<file path="config.mk">
export PLATFORM = sky130hd
export DESIGN_NAME = pipeline_3_memory
export DESIGN_NICKNAME = d
export VERILOG_FILES = /design/src/rtl/pipeline_3_memory_pkg.sv /design/src/rtl/pipeline_3_memory_flag_unit.sv /design/src/rtl/pipeline_3_memory.sv
export SDC_FILE = /design/constraint.sdc
export NUM_CORES = 1
export LEC_CHECK = 0
export CORE_MARGIN = 2
export CORE_UTILIZATION = 38
export DETAILED_ROUTE_END_ITERATION = 10
export GPL_TIMING_DRIVEN = 0
export HOLD_SLACK_MARGIN = 0.03
export PLACE_DENSITY = 0.73
export SKIP_CTS_REPAIR_TIMING = 1
export SLEW_MARGIN = 0
export SYNTH_ARGS = -nofsm -noshare
export SYNTH_HDL_FRONTEND = slang
export SYNTH_SLANG_ARGS = --single-unit
</file>
<file path="constraint.sdc">
create_clock -name clk -period 2.3 [get_ports clk]
set_input_delay 0.46 -clock clk [delete_from_list [all_inputs] [get_ports clk]]
set_output_delay 0.46 -clock clk [all_outputs]
set_load 0.005 [all_outputs]
</file>
<file path="src/rtl/pipeline_3_memory_pkg.sv">
// Shared definitions for the memory pipeline stage: control-word bit
// positions, branch condition codes, flag layout and FSM state encoding.
package pipeline_pkg;

  localparam int CTRL_W    = 22;
  localparam int ALUOP_HI  = 7;
  localparam int ALUOP_LO  = 6;
  localparam int SET_FLAGS = 11;
  localparam int MEM_WRITE = 12;
  localparam int MEM_READ  = 13;

  localparam logic [1:0] ALUOP_SUB = 2'b01;

  localparam logic [2:0] COND_NONE = 3'b000;
  localparam logic [2:0] COND_AL   = 3'b001;
  localparam logic [2:0] COND_EQ   = 3'b010;
  localparam logic [2:0] COND_NE   = 3'b011;
  localparam logic [2:0] COND_LT   = 3'b100;
  localparam logic [2:0] COND_LE   = 3'b101;

  // Flag vector layout is {N, V, Z}
  localparam int FLAG_N = 2;
  localparam int FLAG_V = 1;
  localparam int FLAG_Z = 0;

  localparam logic [5:0] INST_BUBBLE = 6'd0;

  typedef enum logic [1:0] {
    ST_IDLE     = 2'd0,
    ST_ACCESS   = 2'd1,
    ST_COMPLETE = 2'd2
  } mem_state_e;

endpackage

</file>
<file path="src/rtl/pipeline_3_memory_flag_unit.sv">
// Combinational flag evaluation: next {N,V,Z} from the retiring result and
// the branch decision taken against the currently held flags.
module flag_unit
  import pipeline_pkg::*;
(
  input  logic [15:0] i_result,
  input  logic        i_sign_a,
  input  logic        i_sign_b,
  input  logic [1:0]  i_aluop,
  input  logic [2:0]  i_cond,
  input  logic [2:0]  i_flags,
  output logic [2:0]  o_flags_next,
  output logic        o_cond_true
);

  logic w_n;
  logic w_v;
  logic w_z;
  logic w_lt;

  // Next flags; overflow only meaningful for subtract (A - B)
  always_comb begin
    w_n          = i_result[15];
    w_z          = ~|i_result;
    w_v          = (i_aluop == ALUOP_SUB) && (i_sign_a != i_sign_b) &&
                   (i_result[15] != i_sign_a);
    o_flags_next = {w_n, w_v, w_z};
  end

  // Branch decision uses the flags as they stand before this retire
  always_comb begin
    o_cond_true = 1'b0;
    w_lt        = i_flags[FLAG_N] ^ i_flags[FLAG_V];
    case (i_cond)
      COND_AL: o_cond_true = 1'b1;
      COND_EQ: o_cond_true = i_flags[FLAG_Z];
      COND_NE: o_cond_true = !i_flags[FLAG_Z];
      COND_LT: o_cond_true = w_lt;
      COND_LE: o_cond_true = w_lt | i_flags[FLAG_Z];
      default: o_cond_true = 1'b0;
    endcase
  end

endmodule

</file>
<file path="src/rtl/pipeline_3_memory.sv">
// Memory pipeline stage: holds one instruction from execute, performs its
// data-memory access over a req/ready handshake (stalling upstream while
// waiting), maintains N/V/Z, resolves delayed branches and drives write-back.
module pipeline_3_memory
  import pipeline_pkg::*;
#(
  parameter int          MEM_TIMEOUT = 255,
  parameter logic [15:0] RDATA_ERR   = 16'hDEAD
) (
  input  logic        clk,
  input  logic        rst,
  input  logic [21:0] control_in,
  input  logic [15:0] data_Rd_in,
  input  logic [15:0] result_in,
  input  logic        highbit_shifted_Rm_in,
  input  logic        highbit_data_Rn_in,
  input  logic [5:0]  inst_type_in,
  input  logic [15:0] delayed_B_in,
  input  logic [2:0]  delayed_cond_in,
  output logic        stall_out,
  output logic        mem_req,
  output logic        mem_we,
  output logic [15:0] mem_addr,
  output logic [15:0] mem_wdata,
  input  logic        mem_ready,
  input  logic [15:0] mem_rdata,
  output logic        mem_err,
  output logic [21:0] control_out,
  output logic [5:0]  inst_type_out,
  output logic        wb_valid,
  output logic [15:0] wb_data,
  output logic [2:0]  flags_out,
  output logic        branch_taken,
  output logic [15:0] branch_target
);

  localparam logic [15:0] TMO_LIM = 16'(MEM_TIMEOUT);
  localparam logic        TMO_EN  = (MEM_TIMEOUT != 0);

  // Entry register S
  logic        r_valid;
  logic [21:0] r_control;
  logic [15:0] r_data_rd;
  logic [15:0] r_result;
  logic        r_sign_rm;
  logic        r_sign_rn;
  logic [5:0]  r_inst_type;
  logic [15:0] r_delayed_b;
  logic [2:0]  r_delayed_cond;

  mem_state_e  r_state;
  mem_state_e  w_state_nxt;
  logic [15:0] r_tmo_cnt;
  logic [15:0] r_rdata_q;
  logic [2:0]  r_flags;

  logic        w_capture;
  logic        w_in_access;
  logic        w_mem_op;
  logic        w_in_mem_op;
  logic        w_timeout;
  logic        w_retire;
  logic [2:0]  w_flags_next;
  logic        w_cond_true;

  assign w_in_access = (r_state == ST_ACCESS);
  assign w_capture   = !w_in_access;
  assign w_mem_op    = r_control[MEM_READ] | r_control[MEM_WRITE];
  assign w_in_mem_op = (inst_type_in != INST_BUBBLE) &&
                       (control_in[MEM_READ] || control_in[MEM_WRITE]);
  // A ready in the same cycle always beats the timeout
  assign w_timeout   = w_in_access && !mem_ready && TMO_EN &&
                       ((r_tmo_cnt + 16'd1) == TMO_LIM);
  assign w_retire    = r_valid && (!w_mem_op || (r_state == ST_COMPLETE));

  flag_unit u_flag_unit (
    .i_result     (r_result),
    .i_sign_a     (r_sign_rn),
    .i_sign_b     (r_sign_rm),
    .i_aluop      (r_control[ALUOP_HI:ALUOP_LO]),
    .i_cond       (r_delayed_cond),
    .i_flags      (r_flags),
    .o_flags_next (w_flags_next),
    .o_cond_true  (w_cond_true)
  );

  // Capture the execute-stage outputs whenever not stalled
  always_ff @(posedge clk or negedge rst) begin
    if (!rst) begin
      r_valid        <= 1'b0;
      r_control      <= '0;
      r_data_rd      <= '0;
      r_result       <= '0;
      r_sign_rm      <= 1'b0;
      r_sign_rn      <= 1'b0;
      r_inst_type    <= '0;
      r_delayed_b    <= '0;
      r_delayed_cond <= '0;
    end else if (w_capture) begin
      r_valid        <= (inst_type_in != INST_BUBBLE);
      r_control      <= control_in;
      r_data_rd      <= data_Rd_in;
      r_result       <= result_in;
      r_sign_rm      <= highbit_shifted_Rm_in;
      r_sign_rn      <= highbit_data_Rn_in;
      r_inst_type    <= inst_type_in;
      r_delayed_b    <= delayed_B_in;
      r_delayed_cond <= delayed_cond_in;
    end
  end

  // FSM state register
  always_ff @(posedge clk or negedge rst) begin
    if (!rst) r_state <= ST_IDLE;
    else      r_state <= w_state_nxt;
  end

  // Next state and memory-side outputs
  always_comb begin
    w_state_nxt = r_state;
    stall_out   = 1'b0;
    mem_req     = 1'b0;
    mem_we      = 1'b0;
    mem_addr    = '0;
    mem_wdata   = '0;
    mem_err     = 1'b0;
    if (r_state == ST_ACCESS) begin
      stall_out = 1'b1;
      mem_req   = 1'b1;
      mem_we    = r_control[MEM_WRITE];
      mem_addr  = r_result;
      mem_wdata = r_data_rd;
      mem_err   = w_timeout;
      if (mem_ready || w_timeout) w_state_nxt = ST_COMPLETE;
    end else begin
      w_state_nxt = w_in_mem_op ? ST_ACCESS : ST_IDLE;
    end
  end

  // Timeout counter runs only while waiting inside ACCESS
  always_ff @(posedge clk or negedge rst) begin
    if (!rst)                                          r_tmo_cnt <= '0;
    else if (w_in_access && w_state_nxt == ST_ACCESS)  r_tmo_cnt <= r_tmo_cnt + 16'd1;
    else                                               r_tmo_cnt <= '0;
  end

  // Read data (or the error pattern) held for write-back
  always_ff @(posedge clk or negedge rst) begin
    if (!rst)                          r_rdata_q <= '0;
    else if (w_in_access && mem_ready) r_rdata_q <= mem_rdata;
    else if (w_timeout)                r_rdata_q <= RDATA_ERR;
  end

  // Status flags update on the retire edge
  always_ff @(posedge clk or negedge rst) begin
    if (!rst)                                 r_flags <= '0;
    else if (w_retire && r_control[SET_FLAGS]) r_flags <= w_flags_next;
  end

  assign control_out   = r_control;
  assign inst_type_out = r_inst_type;
  assign wb_valid      = w_retire && !r_control[MEM_WRITE];
  assign wb_data       = r_control[MEM_READ] ? r_rdata_q : r_result;
  assign flags_out     = r_flags;
  assign branch_taken  = w_retire && w_cond_true;
  assign branch_target = r_delayed_b;

endmodule
</file>
==> impl_metrics.py, run 1 <==
metrics = {
    "status": {
        "status": "complete, but fails checks",
        "violations": "negative setup slack",
    },
    "floorplanning": {
        "dieArea_um2": 15200,
        "io_pins": 201,
        "dieHeight_um": 123,
        "die_w_um": 123,
        "rows": 43,
        "core_area_um2": 13900,
        "initial_core_util_pct": 38.9,
    },
    "global_route": {
        "grt_pass1_wl_um": 24600,
        "grt_max_degree": 92,
        "grt_pass1_vias": 4816,
        "grt_usage_pct": 21.3,
        "grt_antenna_before_repair": 0,
        "overflow": 0,
    },
    "cells_and_area": {
        "final_design_area_no_fill_um2": 8730,
        "nFillCells": 1074,
        "drive_gt1_share_pct": 15.5,
        "antennaDiodeCount": 0,
        "nets": 884,
        "syn2layout_area_growth_pct": 60.9,
    },
    "sta": {
        "slew_headroom_pct": 49.0,
        "setup_violations": 12,
        "worst_pin_slew_ps": 765,
        "rsz0062_at_grt": "true",
        "finalCritPeriodShare_pct": 129,
        "finalWorstSetupSlack_ps": -657,
        "hold_viol": 0,
        "fmax_ghz": 0.338,
        "slew_violations": 0,
        "layout_min_cycle_time_ps": 2960,
        "skew_ps": 8.83,
    },
    "placement": {
        "dp_hpwl_um": 11600,
        "place.gp.congestion": 0.873,
        "placed_area_um2": 7710,
        "io_buffers": 199,
    },
    "yosys": {
        "muxShareOfSynthArea_pct": 7.45,
        "yosysWarnings": 0,
        "ys_seq_elements": 119,
        "synth-xor-area-share_pct": 2.75,
        "synth.area.top_cells": "dfrtp_1, nand2_1, a21o_1",
        "synth_seq_area_share_pct": 54.9,
        "yosys.area_share.simple_pct": 21.0,
        "synth_compound_area_share_pct": 10.7,
        "syn_inst": 540,
        "synthAdderAreaFrac_pct": 0.461,
        "yosysTopAreaCell": "dfrtp_1",
        "synth_flop_cell": "dfrtp_1",
        "synth_top_family_by_area": "simple AND/OR/NAND/NOR gates",
        "synth_common_cells": "nand2_1, dfrtp_1, and2_1, a21o_1, clkbuf_1",
        "synth_edf_count": 0,
        "syn_area_per_cell_um2": 10.0,
        "ys_types": 47,
        "syn_nets": 642,
        "synth.most_common_cell": "nand2_1",
        "async_reset_ff_share_pct": 100,
        "yosys.area.top_type_share_pct": 54.9,
        "syn_area_um2": 5420,
    },
    "clocking": {
        "numCtsBuffers": 17,
        "cts.sinks": 119,
        "insertion_delay_ps": 420,
        "cts_root_buf": "clkbuf_16",
        "clkTransAtPathRegs_ps": 50,
        "h-tree-depth": 4,
        "cts.path.max_buffers": 2,
        "tritoncts": "done",
    },
    "power_and_ir_drop": {
        "leakage_nw": 4.55,
        "vdd.ir_drop.worst_uv": 635,
        "powerDensity_nw_per_um2": 1300,
        "power_w": 0.0113,
    },
    "setup_path": {
        "worstSetupPathType": "register to output port",
        "cp.arrival_ps": 2500,
        "cpPeakStageDelay_ps": 570,
        "crit_required_ps": 1840,
        "cp-end-kind": "output port",
        "cp-start-kind": "register",
        "cpLargestDelayFamily": "simple AND/OR/NAND/NOR gates",
        "path_buf_inv": 2,
        "path_cells": "ha_4 -> nand2_2 -> nor4_4 -> mux2i_2 -> or4_4 -> buf_8 -> nor2_4 -> clkbuf_2",
        "crit_path_top_delay_cell": "or4_4",
        "cp_max_fo": 7,
    },
    "routing": {
        "wl_um": 16600,
        "first_pass_iters": 5,
        "wl_per_cell_um": 17.1,
        "via_count": 4900,
        "drt-initial-drc-count": 295,
        "ant_nets": 0,
        "avgViaCountPerCell": 5.03,
        "drc": 0,
    },
    "job": {
        "drv_cap": 0,
    },
    "worst_hold_path": {
        "worstHoldPathType": "register to register",
    },
}
==> flip-flops by register name, summed over array words and instances, names as in the netlist <==
signal / cells
inst_type_out: 6
r_sign_rm: 1
r_delayed_cond: 3
flags_out: 3
r_data_rd: 16
r_rdata_q: 16
r_valid: 1
branch_target: 16
r_result: 16
control_out: 22
r_tmo_cnt: 16
r_sign_rn: 1
r_state: 2
==> final timing paths <==
path / slack (ps) / to / cells past startpoint / start
worst max register to register: -80 / r_tmo_cnt[6]$_DFF_PN0_ / 7 / r_tmo_cnt[1]$_DFF_PN0_
worst max-delay path: -660 / mem_err / 8 / r_tmo_cnt[0]$_DFF_PN0_
max in group asynchronous: 1070 / r_data_rd[8]$_DFFE_PN0N_ / 3 / rst
worst min-delay path: 470 / branch_target[2]$_DFFE_PN0N_ / 2 / branch_target[2]$_DFFE_PN0N_
worst min register to register: 470 / branch_target[2]$_DFFE_PN0N_ / 2 / branch_target[2]$_DFFE_PN0N_
min in group asynchronous: 490 / r_result[11]$_DFFE_PN0N_ / 2 / rst
==> cell type report <==
| cell class | instances | area (um2) | area share, % |
|---|---|---|---|
| flip-flops and latches | 119 | 2990 | 34.2 |
| multi-input cells | 386 | 2390 | 27.4 |
| repair buffers | 224 | 2290 | 26.3 |
| clock buffers | 24 | 492 | 5.63 |
| well taps | 180 | 225 | 2.58 |
| plain buffers | 30 | 221 | 2.54 |
| clock inverters | 7 | 93.8 | 1.08 |
| inverters | 4 | 22.5 | 0.258 |
==> layer usage <==
metal  vias up  GRT usage (%)  share of wire, %
met4         0           7.24               1.7
met5         -              0                 0
met2       190           35.0                49
li1       2300              -                 -
met3        23           6.64               7.0
met1      2387           26.6                42
==> tightest hold or removal path: cells and delay by family, from the launching register on <==
kind	cells	cell delay, ps
DFF	1	340
and+or+nand+nor	2	100
==> metrics by stage <==
step | worst slack, ps | std cells | hold WS, ps | utilization (%) | setup TNS, ps
floorplan | -1.12 | 540 | 164 | - | -1.12
global route | -737 | 974 | 489 | 62.6 | -3050
finish | -657 | 974 | 465 | 62.6 | -1240
detailed placement | -955 | 920 | 356 | 55.3 | -17570
CTS | -1420 | 951 | -89.6 | 59.5 | -42200
global placement | -3710 | 919 | 448 | 55.1 | -454000
==> power breakdown <==
part / internal [W] / switching, W
sequential: 0.00300 / 0.000555
combinational: 0.00292 / 0.00223
clock: 0.00170 / 0.000916
==> layout by cell type (no fill, tap or decap), drive strengths merged, types with 2 or more instances in the layout <==
cell type      count
clkinvlp           2
o211ai             3
nor2b              2
o21a               2
nand3              8
a211oi             5
a21oi              8
and3               3
clkbuf            41
nand2            154
a31oi              2
clkdlybuf4s50    160
nor3               4
a2111oi            5
dfrtp            119
buf               40
nand2b             4
o21ai             17
nor4               8
dlymetal6s2s      36
a21o              33
nand4              3
ha                 2
nor2              21
xnor2             13
inv                4
xor2               4
bufinv             2
mux2i             19
clkinv             3
and2              35
mux2              19
==> cell families (layout without fill, tap and decap cells) <==
group,count (synthesis),in the layout
and+or+nand+nor,245,245
xor gates and xnor gates,17,17
AOI/OAI and AO/OA,84,84
buffers and inverters,35,289
DFF,119,119
adders and majority gates,2,2
muxes,38,38
Note: power is estimated with default switching activity, not from simulation.
==> inputs of run 2 (changes only) <==
PLACE_DENSITY = 0.84   (was 0.73)
SLEW_MARGIN = 10   (was 0)
==> run 2 against run 1 <==
  * The run still ends with negative setup slack left
  * Design area down 0.26%
  * Clock skew is 2.3 ps lower
  * Sequential power hardly changed
  * Clock-buffer cell count fell by 1
  * Maximum frequency increased by 0.44%
  * Largest cell class unchanged
  * Worst setup slack improved by 13 ps
  * Sequential cell count is the same
  * Final cell count shrank 0.82%
  * Clock power grew 3%
==> impl_metrics.py, run 2 (synthesis gave the netlist of run 1 again) <==
metrics = {
    "power_and_ir_drop": {
        "combPwrFrac_pct": 45.1,
        "leakage_nw": 4.56,
        "pwr-share-seq_pct": 31.3,
        "switchingPower_w": 0.00374,
        "powerDensity_nw_per_um2": 1320,
        "vdd.ir_drop.worst_uv": 880,
        "internal_power_w": 0.00771,
        "p_sw_share_pct": 32.7,
        "clock_power_share_pct": 23.6,
    },
    "clocking": {
        "insertion_delay_ps": 420,
        "cts.sinks": 119,
        "clkTransAtPathRegs_ps": 50,
        "tritoncts": "done",
        "numCtsBuffers": 17,
        "cts.path.max_buffers": 2,
        "h-tree-depth": 4,
        "cts_root_buf": "clkbuf_16",
    },
    "sta": {
        "slew_violations": 0,
        "setup_violations": 11,
        "worst_pin_slew_ps": 786,
        "slew_headroom_pct": 47.6,
        "fmax_ghz": 0.340,
        "holdWs_ps": 13.7,
        "rsz0062_at_grt": "true",
        "hold_viol": 0,
        "finalWorstSetupSlack_ps": -644,
        "finalCritPeriodShare_pct": 128,
        "skew_ps": 6.53,
        "layout_min_cycle_time_ps": 2940,
    },
    "cells_and_area": {
        "largest_reg_flops": 22,
        "layout_commonest_cell": "clkdlybuf4s50_1",
        "drive_gt1_share_pct": 14.9,
        "nets": 875,
        "final_cell_mix": "clkdlybuf4s50_1, nand2_1, dfrtp_1",
        "fin_cells": 966,
        "antennaDiodeCount": 0,
        "syn2layout_area_growth_pct": 60.5,
    },
    "floorplanning": {
        "io_pins": 201,
        "dieArea_um2": 15200,
        "die_w_um": 123,
        "dieHeight_um": 123,
        "core_area_um2": 13900,
        "rows": 43,
        "initial_core_util_pct": 38.9,
    },
    "global_route": {
        "grt_antenna_before_repair": 1,
        "overflow": 0,
        "grt_max_degree": 64,
        "grt_usage_pct": 21.4,
        "grt_pass1_wl_um": 24700,
        "grt_pass1_vias": 4750,
    },
    "placement": {
        "io_buffers": 199,
        "dp.cells": 920,
        "place.gp.congestion": 0.904,
        "dp_hpwl_um": 11600,
    },
    "status": {
        "status": "complete, but fails checks",
        "violations": "negative setup slack",
    },
    "routing": {
        "ant_nets": 0,
        "drc": 0,
        "avgViaCountPerCell": 5.00,
        "wl_um": 16700,
        "via_count": 4829,
        "drt-initial-drc-count": 282,
        "first_pass_iters": 4,
        "wl_per_cell_um": 17.2,
    },
    "setup_path": {
        "cp.arrival_ps": 2480,
        "crit_required_ps": 1840,
        "cp_max_fo": 8,
        "crit_path_top_delay_cell": "or4_4",
        "cpPeakStageDelay_ps": 570,
        "path_cells": "nand4_4 -> nor4_4 -> mux2i_2 -> or4_4 -> buf_8 -> nor2_4 -> clkbuf_2",
        "worstSetupPathType": "register to output port",
        "cp-start-kind": "register",
        "cp-end-kind": "output port",
    },
    "worst_hold_path": {
        "worstHoldPathType": "input pin to async pin",
    },
    "job": {
        "drv_cap": 0,
    },
}
run 2: cell count changes in the layout (fill, tap and decap cells not counted), sizes merged:
cell and delta:
buf -9, bufinv +1, clkbuf +2, clkdlybuf4s50 -5, clkinv +3, clkinvlp -1, dlygate4sd3 -1, dlymetal6s2s +3
inv -1
run 2: final timing paths:
kind | start | endpoint | slack [ps] | cells after the start
max | r_tmo_cnt[6]$_DFF_PN0_ | mem_err | -640 | 7
min | rst | r_result[11]$_DFFE_PN0N_ | 10 | 1
min reg2reg | branch_target[9]$_DFFE_PN0N_ | branch_target[9]$_DFFE_PN0N_ | 460 | 2
max in group asynchronous | rst | r_tmo_cnt[1]$_DFF_PN0_ | 1570 | 2
min in group clk | branch_target[9]$_DFFE_PN0N_ | branch_target[9]$_DFFE_PN0N_ | 460 | 2
max reg2reg | r_tmo_cnt[6]$_DFF_PN0_ | r_tmo_cnt[5]$_DFF_PN0_ | -120 | 7
run 2: cell type report:
cell class	instances	area, um2
timing repair buffer	215	2240
sequential	119	2990
multi-input combinational	386	2390
buffer	30	233
inverter	4	27.5
clock buffer	23	478
fill	1087	5230
tap	180	225
clock inverter	9	123
run 2: metrics by stage:
stage                     power [W]  setup slack [ps]  util, %  TNS [ps]  instance area (um2)
final                        0.0115              -644     62.5     -1640                 8710
after floorplan             0.00559             -1.12        -     -1.12                 5460
after global placement      0.00831             -3910     55.1   -481250                 7680
after CTS                    0.0112             -1420     59.6    -42800                 8310
after detailed placement    0.00843              -968     55.3    -18940                 7710
after global routing         0.0122              -736     62.5     -3040                 8710
run 2: worst max-delay path, delay by kind of cell (launching register included):
kind | cells | cell delay [ps]
flops | 1 | 420
mux | 1 | 140
simple gates | 4 | 1240
buf+inv | 2 | 270
run 2: per-layer routing:
layer | share of wire (%) | GRT usage [%] | up-vias | routed length (um)
met4 | 1.6 | 6.89 | 2 | 271
met3 | 8.6 | 7.56 | 28 | 1430
met2 | 50 | 36.0 | 186 | 8410
met5 | 0.096 | 0 | - | 16
li1 | - | - | 2280 | -
met1 | 39 | 25.7 | 2333 | 6530
run 2: power by group through the flow:
stage | sequential, W | combinational, W | clock (W)
after floorplan | 0.00346 | 0.00213 | 0
after global placement | 0.00352 | 0.00479 | 0
after detailed placement | 0.00356 | 0.00487 | 0
after CTS | 0.00354 | 0.00492 | 0.00274
after global routing | 0.00370 | 0.00566 | 0.00284
final | 0.00359 | 0.00517 | 0.00270
